## src/rtl/pipe_idexe_stage.sv

```systemverilog
// -----------------------------------------------------------------------------
// pipe_idexe_stage
//   ID/EXE pipeline register with a valid/ready handshake. Load-use stalls
//   (e_ready=0) and branch flushes (flush=1) are handled inside the stage. With
//   SKID=1 a second (skid) entry lets the upstream ready be a pure register
//   output. With SKID=0 there is a single entry and d_ready is combinational.
//
// Ports
//   clock, resetn         rising-edge clock, asynchronous active-low reset
//   d_valid / d_ready     ID-side handshake
//   flush                 synchronous kill of every held entry (beats accept)
//   dwreg..djal, daluc,   ID payload: control bits, ALU control, destination
//   drn, dpc4, da, db,    register, PC+4, operands and immediate
//   dimm
//   e_valid / e_ready     EXE-side handshake
//   ewreg..ejal, ealuc,   EXE copy of the payload. ewreg/em2reg/ewmem/ejal
//   ern0, epc4, ea, eb,   are forced to 0 while e_valid=0, and the remaining
//   eimm                  fields hold their last register contents.
//   bubble_cnt            saturating count of edges seen with e_valid=0
// -----------------------------------------------------------------------------
module pipe_idexe_stage #(
   parameter int DATA_W = 32,
   parameter int ALUC_W = 4,
   parameter int RN_W   = 5,
   parameter int SKID   = 1,
   parameter int PERF_W = 16
) (
   input  logic              clock,
   input  logic              resetn,
   input  logic              d_valid,
   output logic              d_ready,
   input  logic              flush,
   input  logic              dwreg,
   input  logic              dm2reg,
   input  logic              dwmem,
   input  logic              daluimm,
   input  logic              dshift,
   input  logic              djal,
   input  logic [ALUC_W-1:0] daluc,
   input  logic [RN_W-1:0]   drn,
   input  logic [DATA_W-1:0] dpc4,
   input  logic [DATA_W-1:0] da,
   input  logic [DATA_W-1:0] db,
   input  logic [DATA_W-1:0] dimm,
   output logic              e_valid,
   input  logic              e_ready,
   output logic              ewreg,
   output logic              em2reg,
   output logic              ewmem,
   output logic              ealuimm,
   output logic              eshift,
   output logic              ejal,
   output logic [ALUC_W-1:0] ealuc,
   output logic [RN_W-1:0]   ern0,
   output logic [DATA_W-1:0] epc4,
   output logic [DATA_W-1:0] ea,
   output logic [DATA_W-1:0] eb,
   output logic [DATA_W-1:0] eimm,
   output logic [PERF_W-1:0] bubble_cnt
);

   localparam int PW = 6 + ALUC_W + RN_W + 4 * DATA_W;

   // Saturating increment: sticks at all-ones instead of wrapping to zero.
   function automatic logic [PERF_W-1:0] sat_inc(input logic [PERF_W-1:0] v);
      if (&v) return v;
      return v + {{(PERF_W-1){1'b0}}, 1'b1};
   endfunction

   // ---- stage p0: ID payload as presented by decode ----
   logic [PW-1:0] pay_p0;
   assign pay_p0 = {dwreg, dm2reg, dwmem, daluimm, dshift, djal,
                    daluc, drn, dpc4, da, db, dimm};

   logic          accept;
   logic          consume;
   logic [PW-1:0] main_p1;
   logic          vld_p1;

   assign accept  = d_valid & d_ready;
   assign consume = vld_p1 & e_ready;

   // ---- stage p1: main entry (and optional skid entry) ----
   generate
      if (SKID != 0) begin : g_skid
         logic [PW-1:0] skid_p1;
         logic          skid_vld_p1;

         // skid_vld_p1 is a flop, so d_ready is registered.
         assign d_ready = ~skid_vld_p1;

         always_ff @(posedge clock or negedge resetn) begin
            if (!resetn) begin
               vld_p1      <= 1'b0;
               skid_vld_p1 <= 1'b0;
               main_p1     <= '0;
               skid_p1     <= '0;
            end else if (flush) begin
               vld_p1      <= 1'b0;
               skid_vld_p1 <= 1'b0;
            end else if (!vld_p1 || consume) begin
               // Main frees up this edge. The skid entry is older than
               // anything arriving now, and d_ready=0 while it is full, so
               // the two cases never collide.
               if (skid_vld_p1) begin
                  main_p1     <= skid_p1;
                  vld_p1      <= 1'b1;
                  skid_vld_p1 <= 1'b0;
               end else if (accept) begin
                  main_p1 <= pay_p0;
                  vld_p1  <= 1'b1;
               end else begin
                  vld_p1 <= 1'b0;
               end
            end else if (accept) begin
               // Main is stalled: park the new payload behind it.
               skid_p1     <= pay_p0;
               skid_vld_p1 <= 1'b1;
            end
         end
      end else begin : g_single
         assign d_ready = ~vld_p1 | e_ready;

         always_ff @(posedge clock or negedge resetn) begin
            if (!resetn) begin
               vld_p1  <= 1'b0;
               main_p1 <= '0;
            end else if (flush) begin
               vld_p1 <= 1'b0;
            end else if (!vld_p1 || consume) begin
               if (accept) begin
                  main_p1 <= pay_p0;
                  vld_p1  <= 1'b1;
               end else begin
                  vld_p1 <= 1'b0;
               end
            end
         end
      end
   endgenerate

   // Idle-cycle counter for performance monitoring.
   always_ff @(posedge clock or negedge resetn) begin
      if (!resetn)      bubble_cnt <= '0;
      else if (!vld_p1) bubble_cnt <= sat_inc(bubble_cnt);
   end

   // ---- stage p1 -> EXE: unpack and gate side-effecting controls ----
   logic m_wreg, m_m2reg, m_wmem, m_jal;

   assign {m_wreg, m_m2reg, m_wmem, ealuimm, eshift, m_jal,
           ealuc, ern0, epc4, ea, eb, eimm} = main_p1;

   // A bubble must never write a register or memory, or link on jal.
   assign e_valid = vld_p1;
   assign ewreg   = m_wreg  & vld_p1;
   assign em2reg  = m_m2reg & vld_p1;
   assign ewmem   = m_wmem  & vld_p1;
   assign ejal    = m_jal   & vld_p1;

endmodule

```

## config.mk

```make
export PLATFORM = sky130hd
export DESIGN_NAME = pipe_idexe_stage
export DESIGN_NICKNAME = d
export VERILOG_FILES = /design/src/rtl/pipe_idexe_stage.sv
export SDC_FILE = /design/constraint.sdc
export NUM_CORES = 1
export LEC_CHECK = 0
export CELL_PAD_IN_SITES_DETAIL_PLACEMENT = 0
export CELL_PAD_IN_SITES_GLOBAL_PLACEMENT = 2
export CORE_ASPECT_RATIO = 1.75
export CORE_MARGIN = 5
export CORE_UTILIZATION = 30
export DETAILED_ROUTE_END_ITERATION = 10
export PLACE_DENSITY = 0.77
export SLEW_MARGIN = 20
export SYNTH_ARGS = -nofsm -noshare
export SYNTH_HDL_FRONTEND = slang
export SYNTH_SLANG_ARGS = --single-unit
```

## constraint.sdc

```tcl
create_clock -name clock -period 1.53 [get_ports clock]
set_input_delay 0.459 -clock clock [delete_from_list [all_inputs] [get_ports clock]]
set_output_delay 0.459 -clock clock [all_outputs]
set_load 0.005 [all_outputs]
```

==> reports/metrics.yaml, run 1 <==
pwr:
  swShare: 0.271
  intPower_w: 0.0181
  p_leak_nw: 9.09
  switching_power_w: 0.00671
  p_comb_frac: 0.254
  report.power.total_w: 0.0248
  ir_drop_mv: 0.877
  power.density_nw_per_um2: 1220
  sequentialPowerShare: 0.437
  clkPwrFrac: 0.309
setup_path:
  cp_num_buf_inv: 6
  cp_max_fo: 10
  arrival_ps: 2380
  crit_required_ps: 1980
  path_cells: "buf_6 > buf_6 > and2b_2 > nor3_4 > buf_12 > buf_12 > buf_12 > buf_12 > a21oi_1"
  path_delay_family: "buffers and inverters"
  cpMostUsedCell: "buf_12"
  criticalPathCategory: "reg -> reg"
  crit_slowest_cell: "dfrtp_2"
  cp-end-kind: "flip-flop"
  crit_path_max_incr_delay_ps: 440
  worstSetupStartpointType: "flip-flop"
drt:
  ant_nets: 0
  via_per_inst: 4.69
  drtPass1Iterations: 4
  routedWlPerCell_um: 21.2
  drcViolationCount: 0
  via_count: 9872
  wl_um: 44800
  dr.first_iter.drc_count: 362
final_layout:
  num_antenna_cells: 0
  syn2layout_area_growth_pct: 47.9
  nNetsFinal: 1658
  drive_above_1_share: 0.442
  nFillCells: 4224
  seq_area_um2: 7620
  multi_input_area_um2: 5780
  layoutNonFillerInstCount: 2107
grt:
  overflow: 0
  grt_pass1_vias: 9957
  grt_max_degree: 47
  antenna_found_initial: 0
  grt_use_total: 0.144
  grt_pass1_wl_um: 57100
yosys:
  synth-seq-cells: 304
  yosys-top-cells-count: "dfrtp_1, nor2_1, a21oi_1, mux2_2, mux2i_1"
  synth_top_area_frac: 0.553
  synth_area_leader_cell: "dfrtp_1"
  ys.flop_type: "dfrtp_1"
  syn_inst: 1146
  synth.distinct_cells: 32
  yosys_warnings: 0
  avgSynthCellArea_um2: 12.0
  synth-edff-count: 0
  synthesis.area_um2: 13800
  synthArstFlopShare: 1.00
  yosysMostFrequentCell: "dfrtp_1"
  ys_seq_area_frac: 0.553
  synth_area_leaders: "dfrtp_1, mux2_2, mux2i_1, buf_4, a21oi_1"
  syn_nets: 1295
die:
  die-width_um: 172
  fp.dieArea_um2: 50400
  rows: 103
  die-height_um: 293
  coreArea_um2: 45200
  initial_core_util: 0.304
  ios: 309
timing:
  maxSlewHeadroom: 0.751
  setup_viol: 423
  worstMarginPinSlew_ps: 373
  rsz0062_at_grt: "yes"
  drv_slew: 0
  fin_ws_ps: -405
  fin_skew_ps: 10.9
  final.min_clock_period_ps: 1930
  finalHoldViolations: 0
  fmax_mhz: 517
  finalHoldWorstSlack_ps: 378
  fin_crit_sh: 1.26
status:
  status: "finished with violations"
  violations: "negative setup slack"
place:
  io_buffers: 308
  place_hpwl_um: 27000
  dp.cells: 1908
  gp_congestion: 0.747
cts:
  cts.clk_slew.worst_paths_ps: 70
  numCtsBuffers: 29
  htreeDepth: 1
  clock_latency_ps: 560
  clockRootBuffer: "clkbuf_16"
  cts.sinks: 304
  cts_tree: "built"
  cts_buffer_depth: 3
min_path:
  hold_class: "in -> async"
job:
  drv_cap: 0
[per-layer routing]
| layer | GRT usage | up-vias | part of all wire |
|---|---|---|---|
| met3 | 0.0261 | 67 | 0.044 |
| met2 | 0.278 | 228 | 0.56 |
| met1 | 0.153 | 5040 | 0.37 |
| met5 | 0 | - | 0 |
| li1 | - | 4537 | - |
| met4 | 0.0480 | 0 | 0.030 |
[logic make-up after synthesis]
group / Yosys count / synth area share
flip-flops: 304 / 0.553
multiplexers: 287 / 0.222
XOR/XNOR: 11 / 0.00700
buffers and inverters: 202 / 0.0980
AO/OA/AOI/OAI: 150 / 0.0572
adder cells (fa/ha/maj): 1 / 0.000910
AND/OR/NAND/NOR: 191 / 0.0619
[cells in the final DEF, fill, tap and decap left out, types with 10 or more instances in the layout]
cell,synthesis,layout
dfrtp_1,304,299
clkdlybuf4s50_1,0,146
mux2i_1,143,143
buf_2,57,139
mux2_4,0,137
buf_4,138,128
nor2_1,147,112
a21oi_1,144,106
clkbuf_16,0,53
buf_6,0,47
a21oi_2,0,38
nor2_4,0,31
buf_12,0,30
buf_8,0,10
[path summary, 6_finish.rpt]
| kind | startpoint | to | slack (ps) | cells after the start |
|---|---|---|---|---|
| worst max-delay path | e_valid | main_p1[70] | -400 | 9 |
| worst min-delay path | resetn | bubble_cnt[15] | 380 | 2 |
| worst max register to register | e_valid | main_p1[70] | -400 | 9 |
| worst min register to register | g_skid.skid_p1[134] | g_skid.skid_p1[134] | 510 | 1 |
| max in group asynchronous | resetn | main_p1[14] | 500 | 3 |
| min in group clock | g_skid.skid_p1[134] | g_skid.skid_p1[134] | 510 | 1 |
[worst register-to-register path, cell delays in order, from the launching register on]
cell	delay, ps
dfrtp_2	440
buf_6	130
buf_6	100
and2b_2	220
nor3_4	250
buf_12	160
buf_12	160
buf_12	140
buf_12	140
a21oi_1	70
[area by class of cell]
cell class / count / share of cell area
Sequential cell: 304 / 0.374
Tap cell: 577 / 0.0355
Multi-Input combinational cell: 640 / 0.284
Clock buffer: 35 / 0.0378
Clock inverter: 17 / 0.0111
Inverter: 1 / 0.000184
Timing Repair Buffer: 533 / 0.257
[timing repair]
item                       in CTS  in global routing
setup endpoints to repair     455                463
gates cloned                    0                 36
pin swaps                       2                 16
buffers inserted               57                 54
gates resized for setup       696                309
hold endpoints to repair       11                  0
hold buffers                    1                  0
[registers in the layout, summed over array words and instances, names as in the netlist]
register / count
g_skid.skid_p1: 143
bubble_cnt: 16
main_p1: 143
e_valid: 1
g_skid.skid_vld_p1: 1
[power groups by stage]
stage          Sequential, W  Combinational, W  Clock [W]
6_report              0.0108           0.00629    0.00766
5_1_grt               0.0110           0.00680    0.00821
4_1_cts               0.0107           0.00488    0.00790
3_5_place_dp          0.0109           0.00486          0
3_3_place_gp          0.0109           0.00475          0
2_1_floorplan         0.0106           0.00296          0
[per-stage QoR]
step / setup TNS, ps / util / setup WS (ps) / area [µm²]
after floorplan: -143 / - / -78.8 / 13800
after global placement: -162180 / 0.377 / -596 / 17100
after detailed placement: -166720 / 0.377 / -629 / 17100
after CTS: -103400 / 0.396 / -383 / 17900
after global routing: -129930 / 0.450 / -490 / 20300
final: -100190 / 0.450 / -405 / 20300
Note: power is estimated with default switching activity, not from simulation.
==> run 2: changes to the inputs <==
--- a/config.mk
+++ b/config.mk
@@ -12,7 +12,6 @@
 export CORE_UTILIZATION = 30
 export DETAILED_ROUTE_END_ITERATION = 10
 export PLACE_DENSITY = 0.77
-export SLEW_MARGIN = 20
 export SYNTH_ARGS = -nofsm -noshare
 export SYNTH_HDL_FRONTEND = slang
 export SYNTH_SLANG_ARGS = --single-unit
==> results of run 2 <==
The final DEF is identical to that of run 1; final timing and power are the same.
